**config.mk**
```make
export PLATFORM = sky130hd
export DESIGN_NAME = leaf_task_dispatcher
export DESIGN_NICKNAME = d
export VERILOG_FILES = /design/src/rtl/leaf_dispatch_pkg.sv /design/src/rtl/dispatch_fifo.sv /design/src/rtl/leaf_task_dispatcher.sv
export SDC_FILE = /design/constraint.sdc
export NUM_CORES = 1
export LEC_CHECK = 0
export BUFFER_PORTS_ARGS = -buffer_cell sky130_fd_sc_hd__buf_2
export CAP_MARGIN = 10
export CORE_UTILIZATION = 41
export CTS_CLUSTER_SIZE = 16
export DETAILED_ROUTE_END_ITERATION = 10
export SLEW_MARGIN = 30
export SYNTH_ARGS = -nofsm -noshare
export SYNTH_HDL_FRONTEND = slang
export SYNTH_SLANG_ARGS = --single-unit
```
**constraint.sdc**
```tcl
create_clock -name clk -period 6.8 [get_ports clk]
set_clock_uncertainty 0.05 [all_clocks]
set_input_delay 0.34 -clock clk [delete_from_list [all_inputs] [get_ports clk]]
set_output_delay 0.34 -clock clk [all_outputs]
set_load 0.01 [all_outputs]
```
**src/rtl/leaf_dispatch_pkg.sv**
```systemverilog
// Shared types and constants for the leaf task dispatcher.
// Optional dispatch statistics are enabled with LEAF_DISPATCH_STATS_EN.
package leaf_dispatch_pkg;

    localparam int NUM_LEAVES_DEF = 5;
    localparam int LEAF_IDX_W     = $clog2(NUM_LEAVES_DEF);

    typedef logic [LEAF_IDX_W-1:0] leaf_idx_t;

    localparam logic [15:0] CNT_SAT = 16'hFFFF;

    typedef enum logic {
        IDLE,
        OFFER
    } state_t;

endpackage

```
**src/rtl/dispatch_fifo.sv**
```systemverilog
// Small synchronous FIFO; head is the oldest entry, valid while not empty.
// Pointers carry one wrap bit so full and empty are told apart.
module dispatch_fifo
    import leaf_dispatch_pkg::*;
#(
    parameter int DATA_W     = 32,
    parameter int FIFO_DEPTH = 4
) (
    input  logic              clk,
    input  logic              rst_n,
    input  logic              push,
    input  logic              pop,
    input  logic [DATA_W-1:0] wdata,
    output logic [DATA_W-1:0] head,
    output logic              full,
    output logic              empty
);

    localparam int AW = $clog2(FIFO_DEPTH);

    logic [AW:0]       wr_ptr;
    logic [AW:0]       rd_ptr;
    logic [DATA_W-1:0] mem [FIFO_DEPTH];

    always_ff @(posedge clk or negedge rst_n) begin
        if (!rst_n) begin
            wr_ptr <= '0;
            rd_ptr <= '0;
        end else begin
            if (push) wr_ptr <= wr_ptr + (AW+1)'(1);
            if (pop)  rd_ptr <= rd_ptr + (AW+1)'(1);
        end
    end

    always_ff @(posedge clk) begin
        if (push) mem[wr_ptr[AW-1:0]] <= wdata;
    end

    assign empty = (wr_ptr == rd_ptr);
    assign full  = (wr_ptr[AW] != rd_ptr[AW]) &&
                   (wr_ptr[AW-1:0] == rd_ptr[AW-1:0]);
    assign head  = mem[rd_ptr[AW-1:0]];

endmodule

```
**src/rtl/leaf_task_dispatcher.sv**
```systemverilog
// Round-robin, credit-limited task feeder for a five-leaf fan-out node.
// LEAF_DISPATCH_STATS_EN enables the saturating dispatch_count.
module leaf_task_dispatcher
    import leaf_dispatch_pkg::*;
#(
    parameter int NUM_LEAVES      = 5,
    parameter int DATA_W          = 32,
    parameter int FIFO_DEPTH      = 4,
    parameter int MAX_OUTSTANDING = 3
) (
    input  logic                  clk,
    input  logic                  rst_n,
    input  logic                  in_valid,
    output logic                  in_ready,
    input  logic [DATA_W-1:0]     in_data,
    output logic [NUM_LEAVES-1:0] out_valid,
    input  logic [NUM_LEAVES-1:0] out_ready,
    output logic [DATA_W-1:0]     out_data,
    input  logic [NUM_LEAVES-1:0] done,
    output logic                  busy,
    output logic                  err,
    output logic [15:0]           dispatch_count
);

    localparam int CW = $clog2(MAX_OUTSTANDING + 1);

    state_t                state, state_d;
    leaf_idx_t             tgt, tgt_d, rr, sel;
    logic                  found, load, xfer;
    logic                  fifo_full, fifo_empty, push;
    logic [DATA_W-1:0]     head;
    logic [CW-1:0]         cnt [NUM_LEAVES];
    logic [NUM_LEAVES-1:0] elig, nonzero;

    assign push     = in_valid && !fifo_full;
    assign in_ready = !fifo_full;
    assign xfer     = (state == OFFER) && out_ready[tgt];

    dispatch_fifo #(
        .DATA_W     (DATA_W),
        .FIFO_DEPTH (FIFO_DEPTH)
    ) u_fifo (
        .clk   (clk),
        .rst_n (rst_n),
        .push  (push),
        .pop   (xfer),
        .wdata (in_data),
        .head  (head),
        .full  (fifo_full),
        .empty (fifo_empty)
    );

    always_comb begin
        for (int i = 0; i < NUM_LEAVES; i++) begin
            elig[i]    = cnt[i] < CW'(MAX_OUTSTANDING);
            nonzero[i] = cnt[i] != '0;
        end
    end

    // Scan downward so the last hit is the first eligible leaf from rr.
    always_comb begin
        int idx;
        found = 1'b0;
        sel   = rr;
        for (int k = NUM_LEAVES - 1; k >= 0; k--) begin
            idx = (int'(rr) + k) % NUM_LEAVES;
            if (elig[idx]) begin
                found = 1'b1;
                sel   = leaf_idx_t'(idx);
            end
        end
    end

    always_comb begin
        state_d = state;
        tgt_d   = tgt;
        load    = 1'b0;
        unique case (state)
            IDLE: begin
                if (!fifo_empty && found) begin
                    state_d = OFFER;
                    tgt_d   = sel;
                    load    = 1'b1;
                end
            end
            OFFER: begin
                if (out_ready[tgt]) state_d = IDLE;
            end
            default: state_d = IDLE;
        endcase
    end

    always_ff @(posedge clk or negedge rst_n) begin
        if (!rst_n) begin
            state     <= IDLE;
            tgt       <= '0;
            rr        <= '0;
            out_valid <= '0;
            out_data  <= '0;
        end else begin
            state <= state_d;
            tgt   <= tgt_d;
            if (load) begin
                out_valid <= NUM_LEAVES'(1) << sel;
                out_data  <= head;
            end else if (xfer) begin
                out_valid <= '0;
            end
            if (xfer) begin
                rr <= (tgt == leaf_idx_t'(NUM_LEAVES - 1)) ?
                      '0 : tgt + leaf_idx_t'(1);
            end
        end
    end

    always_ff @(posedge clk or negedge rst_n) begin
        if (!rst_n) begin
            for (int i = 0; i < NUM_LEAVES; i++) cnt[i] <= '0;
            err  <= 1'b0;
            busy <= 1'b0;
        end else begin
            for (int i = 0; i < NUM_LEAVES; i++) begin
                if (xfer && tgt == leaf_idx_t'(i) && !(done[i] && nonzero[i]))
                    cnt[i] <= cnt[i] + CW'(1);
                else if (done[i] && nonzero[i] && !(xfer && tgt == leaf_idx_t'(i)))
                    cnt[i] <= cnt[i] - CW'(1);
            end
            if (|(done & ~nonzero)) err <= 1'b1;
            busy <= !fifo_empty || (|nonzero);
        end
    end

`ifdef LEAF_DISPATCH_STATS_EN
    logic [15:0] dcnt;

    always_ff @(posedge clk or negedge rst_n) begin
        if (!rst_n)
            dcnt <= '0;
        else if (xfer && dcnt != CNT_SAT)
            dcnt <= dcnt + 16'd1;
    end

    assign dispatch_count = dcnt;
`else
    assign dispatch_count = 16'd0;
`endif

endmodule

```
=== After elaboration in Yosys (flattened, before gate mapping) ===
Memories as Yosys holds them, arrays and structs flattened. A register that Yosys moved wholly into a read port is not among the register bits.
Index checks and enable logic that the tools add are counted.

* Memories kept: 1
* Output and inout port bits: 56
* Bits of input ports: 45
* Flip-flop bits (word level): 30
* Bits in latches: 0
* ROM bits: 0
* RAM bits: 128
* Word-level logic and storage cells: 157

* Div/mod/pow operators: 5
* Add/sub/neg operators: 17
* Equal/unequal tests: 7
* Bitwise logic cells: 3
* $lt $le $gt $ge: 11
* Shift operators: 1
* Multipliers: 0
* Muxes and demuxes: 46
* Reductions and logical operators: 53

{| class="wikitable"
|+ Memory list
! name !! words !! width !! rd ports !! clocked after memory_dff !! write ports !! RTL line !! source
|-
| u_fifo.mem || 4 || 32 || 1 || 1 || 1 || dispatch_fifo.sv:23 || <nowiki>logic [DATA_W-1:0] mem [FIFO_DEPTH];</nowiki>
|}

{| class="wikitable"
|+ Operators with widths
! operator !! count
|-
| 32-bit by 5-bit less-than comparator with 1-bit output (second input constant) || 5
|-
| 32-bit by 4-bit remainder unit with 32-bit output (second input constant) || 4
|-
| 4-bit by 4-bit remainder unit with 32-bit output (second input constant) || 1
|-
| 1-bit logical AND || 24
|-
| 2-bit nonzero test || 11
|-
| 1-bit two-way mux || 21
|-
| 2-bit two-way mux || 10
|-
| 1-bit binary-select mux with 3-bit select || 6
|-
| 3-bit two-way mux || 6
|-
| 1-bit logical NOT || 13
|-
| 2-bit by 1-bit adder with 2-bit output (second input constant) || 5
|-
| 2-bit less-than comparator (second input constant) || 5
|-
| 5-bit two-way mux || 2
|-
| 5-bit OR reduction || 2
|-
| 2-bit by 1-bit subtractor with 2-bit output (second input constant) || 5
|-
| 3-bit by 1-bit adder with 3-bit output (second input constant) || 3
|-
| 3-bit by 2-bit adder with 4-bit output (second input constant) || 2
|-
| 3-bit by 2-bit equality test with 1-bit output (second input constant) || 2
|-
| 5-bit AND || 1
|-
| 5-bit NOT || 1
|-
| 1-bit by 3-bit left shift with 5-bit output (first input constant) || 1
|-
| 3-bit by 1-bit adder with 4-bit output (second input constant) || 1
|-
| 3-bit by 3-bit adder with 4-bit output (second input constant) || 1
|-
| 3-bit by 4-bit less-than comparator with 1-bit output (second input constant) || 1
|-
| other kinds (10) || 10
|}

=== Longest topological paths before layout ===
* Depth in word-level cells: 14
* Gate-level depth with buffers: 21
* Gate-level depth less buffers: 15

=== Cells and area by module ===
A second synthesis with hierarchy kept.

* Cell total of the unflattened synthesis: 638
* Area, all modules: 9,246.4 sq um

{| class="wikitable"
|+ Modules (own cells, without submodules)
! module !! cells an instance !! area an instance (sq um) !! times used
|-
| dispatch_fifo || 198 || 5,013.6 || 1
|-
| leaf_task_dispatcher || 440 || 4,232.8 || 1
|}

=== Worst setup path before layout ===
No wires, ideal clock.

* Path type: register to register
* From: reg rr[0]
* To: reg out_data[0], read port of u_fifo.mem
* Buffers on the path: 6
* Clock period less this slack: 4.352 ns
* Slack: 2.448 ns
* Data arrival time: 4.177 ns
* Stages on the path, launching flop included: 21
* Required time: 6.625 ns
* Cell sequence: dfrtp_1 -> buf_6 -> inv_1 -> buf_2 -> ha_1 -> inv_1 -> ha_1 -> buf_4 -> or2b_1 -> ha_1 -> inv_1 -> a31oi_1 -> or3_1 -> buf_2 -> and4_4 -> nor4_4 -> a21oi_2 -> o31a_1 -> buf_6 -> buf_12 -> mux2_4

* Word-level cells in the longest chain between the ends: 13
* Elaborated cells on any way between the ends: 32
* Classes of those cells: add/sub (4); div (5); mux (22); reduce/logical (1)

{| class="wikitable"
|+ Ends and longest elaborated chain
! item !! RTL line !! source
|-
| start, declared || leaf_task_dispatcher.sv:28 || <nowiki>leaf_idx_t tgt, tgt_d, rr, sel;</nowiki>
|-
| start signal, assigned || leaf_task_dispatcher.sv:110 || <nowiki>rr <= (tgt == leaf_idx_t'(NUM_LEAVES - 1)) ?</nowiki>
|-
| 3-bit by 3-bit adder with 4-bit output || leaf_task_dispatcher.sv:66 || <nowiki>idx = (int'(rr) + k) % NUM_LEAVES;</nowiki>
|-
| 32-bit by 4-bit remainder unit with 32-bit output || leaf_task_dispatcher.sv:66 ||
|-
| 1-bit binary-select mux with 3-bit select || leaf_task_dispatcher.sv:67 || <nowiki>if (elig[idx]) begin</nowiki>
|-
| 1-bit two-way mux (implied by the code) (2 in series) || leaf_task_dispatcher.sv:67 ||
|-
| 1-bit two-way mux (4 in series) || leaf_task_dispatcher.sv:67 ||
|-
| 1-bit two-way mux * || leaf_task_dispatcher.sv:67 ||
|-
| 1-bit logical AND * || leaf_task_dispatcher.sv:80 || <nowiki>if (!fifo_empty && found) begin</nowiki>
|-
| 1-bit two-way mux * || leaf_task_dispatcher.sv:80 ||
|-
| 1-bit two-way mux * || leaf_task_dispatcher.sv:78 || <nowiki>unique case (state)</nowiki>
|-
| end, declared || leaf_task_dispatcher.sv:18 || <nowiki>output logic [DATA_W-1:0] out_data,</nowiki>
|}

Mark *: on every way between the ends. The rest lies on a longest branch, timed or not. The select of a mux whose other input is x is not followed.
A chain may end at the register's enable or synchronous reset.

=== Final worst setup path ===
* From: reg rr[1]
* To: reg out_data[4], read port of u_fifo.mem

Same word-level chain as after synthesis.

==> impl_metrics.ini <==
[floorplan]
core_area_um2 = 22000
start_util_pct = 42.3
rows = 54
die_x_um = 153
ios = 101
dieArea_um2 = 23300
die-height_um = 153

[yosys]
ys_types = 77
synthesis.area_um2 = 9310
synth.most_common_cell = edfxtp_1
synth_cells = 632
synth_edf_count = 128
async_reset_ff_share_pct = 32.6
seq_area_frac_synth_pct = 58.0
syn_avg_cell_area_um2 = 14.7
synth_flop_cell = edfxtp_1
yosys.area.top_type = edfxtp_1
yosysTopAreaCellShare_pct = 41.3
yosys_warnings = 0
ys_ff_latch = 190
synthTopCellsByArea = edfxtp_1 (41%), dfrtp_1 (17%), mux4_2 (8.7%)
synth_common_cells = edfxtp_1 (128), dfrtp_1 (62), nand2_1 (41)

[global_routing]
track_usage_pct = 17.4
grt_pass1_wl_mm = 31.0
gr-usage-met1_pct = 21.9
grt_pass1_vias = 5634
met3_usage_pct = 4.69
busiest_layer = met2
grt_max_degree = 63
gr-total-overflow = 0
antenna_found_initial = 1
grtUsageMet2_pct = 29.1

[clock_network]
cts_buffers = 17
h-tree-depth = 4
cts_buffer_depth = 2
cts_tree = yes
clock_latency_ns = 0.43
clock-sinks = 190
clk_pin_slew_ns = 0.08
cts_setup_buffers = 0
cts_root_buf = clkbuf_16

[detailed_routing]
wl_per_cell_um = 19.2
viasPerCell = 5.45
vias = 5500
drt_iter0_drc = 427
first_pass_iters = 7
ant_nets = 0
totalWireLength_mm = 19.4
post-route-drc-count = 7

[placement]
dp_hpwl_mm = 13.0
pre_cts_slack_ns = 1.83
port_buffers = 84
placed_area_um2 = 9920
place_congestion = 0.832

[sta]
drv_slew = 0
finalCritPeriodShare_pct = 73.0
fin_crit_ns = 4.97
fmax_ghz = 0.201
finalSetupViolCount = 0
tightestPinTransition_ns = 0.965
tns_ns = 0
rsz0062_at_grt = no
hold_violations = 0
worst_slack_ns = 1.83
relSlewSlack_pct = 35.7

[layout]
post-route-util_pct = 47.8
area_growth_pct = 13.2
fin_area_um2 = 10500
n_antenna_cell = 0
final_nets = 794
drive_above_1_share_pct = 29.9

[power]
p_leak_nw = 4.15
p_per_area_nw_per_um2 = 557
vdd_drop_max_uv = 293
power_mw = 5.87

[critical_path]
end_kind = flop
crit_fanout = 25
crit_type = reg -> reg
cp_cell_sequence = clkinv_1, buf_4, ha_1, buf_4, or2b_1, ha_1, inv_1, a31oi_1, or3_1, a2111oi_0, a21oi_1, a21oi_2, o31a_2, buf_12, mux2_2
required_ns = 7.07
arrival_ns = 5.23
crit_path_max_incr_delay_ns = 0.61
critPathLaunchType = flop
cp_slowest_cell = dfrtp_1

[job]
maxCapViolCount = 0

[min_path]
holdCritPathClass = in -> reg

[status]
violations = DRC
status = finished, violations left
path summary, 6_finish.rpt:
path / start / end / slack [ns] / cells after the start
worst min-delay path: in_data[20] / u_fifo.mem[3][20]$_DFFE_PP_ / 0.06 / 1
worst max-delay path: rr[1]$_DFFE_PN0P_ / out_data[4]$_DFFE_PN0P_ / 1.83 / 15
worst max register to register: rr[1]$_DFFE_PN0P_ / out_data[4]$_DFFE_PN0P_ / 1.83 / 15
min in group asynchronous: rst_n / rr[1]$_DFFE_PN0P_ / 0.42 / 2
worst min register to register: u_fifo.wr_ptr[2]$_DFFE_PN0P_ / u_fifo.wr_ptr[2]$_DFFE_PN0P_ / 0.44 / 1
max in group asynchronous: rst_n / u_fifo.rd_ptr[0]$_DFFE_PN0P_ / 5.79 / 2
state kept, by name (all words and copies together), names as in the netlist:
register       count
rr                 3
err                1
out_data          32
u_fifo.rd_ptr      3
out_valid          5
u_fifo.mem       128
cnt               10
u_fifo.wr_ptr      3
state              1
tgt                3
busy               1
layer usage:
metal | vias up | part of all wire, % | wire length, um
li1 | 2560 | - | -
met1 | 2778 | 44 | 8470
met2 | 137 | 50 | 9620
met3 | 23 | 5.6 | 1090
met4 | 2 | 1.1 | 214
met5 | - | 0.057 | 11
worst max-delay path: cells and delay by family, from the launching register on:
family / cells / cell delay [ns]
adder cells (fa/ha/maj): 2 / 0.72
multiplexers: 1 / 0.36
AO/OA/AOI/OAI: 5 / 1.40
flip-flops: 1 / 0.61
AND/OR/NAND/NOR: 2 / 0.74
buffers and inverters: 5 / 0.91
area by class of cell:
| cell class | count | area, um2 |
|---|---|---|
| clock buffer | 18 | 439 |
| clock inverter | 14 | 163 |
| fill | 1928 | 11500 |
| inverter | 21 | 78.8 |
| multi-input combinational | 394 | 3610 |
| sequential | 190 | 5400 |
| tap | 280 | 350 |
| timing repair buffer | 92 | 502 |
kinds of logic (layout without fill, tap and decap cells):
group	Yosys count	after routing	share of synthesized area, %
compound gates	99	99	8.04
xor+xnor	27	27	2.54
fa+ha+maj	33	33	4.44
buf+inv	63	145	3.99
flops	190	190	58.0
mux	78	78	14.8
other cells	1	16	0.0403
simple gates	141	141	8.16
metrics by stage:
| stage | std cells | hold WS, ns |
|---|---|---|
| floorplan | 647 | -0.00559 |
| global placement | 976 | 0.428 |
| detailed placement | 976 | 0.429 |
| CTS | 1008 | 0.00945 |
| global route | 1009 | 0.0489 |
| finish | 1009 | 0.0645 |
report_power, final:
group / total, mW / internal (mW) / switching, mW
sequential: 1.89 / 1.63 / 0.261
clock: 0.993 / 0.507 / 0.486
combinational: 2.99 / 1.35 / 1.64
cell usage in the layout (no fill, tap or decap), types with 17 or more instances in the layout:
master | synthesis | routed
buf_2 | 6 | 83
nor2_1 | 23 | 23
edfxtp_1 | 128 | 128
inv_1 | 18 | 18
a21oi_1 | 21 | 21
mux4_2 | 36 | 36
dfrtp_1 | 62 | 60
clkbuf_16 | 0 | 17
o21ai_0 | 18 | 18
nand2_1 | 41 | 41
ha_1 | 33 | 33
mux2_4 | 28 | 28
repair_timing:
item	CTS	global route
hold endpoints to repair	0	62
hold buffers	0	1
resized for setup	0	0
endpoints found under the setup margin	0	0
Note: power is estimated with default switching activity, not from simulation.
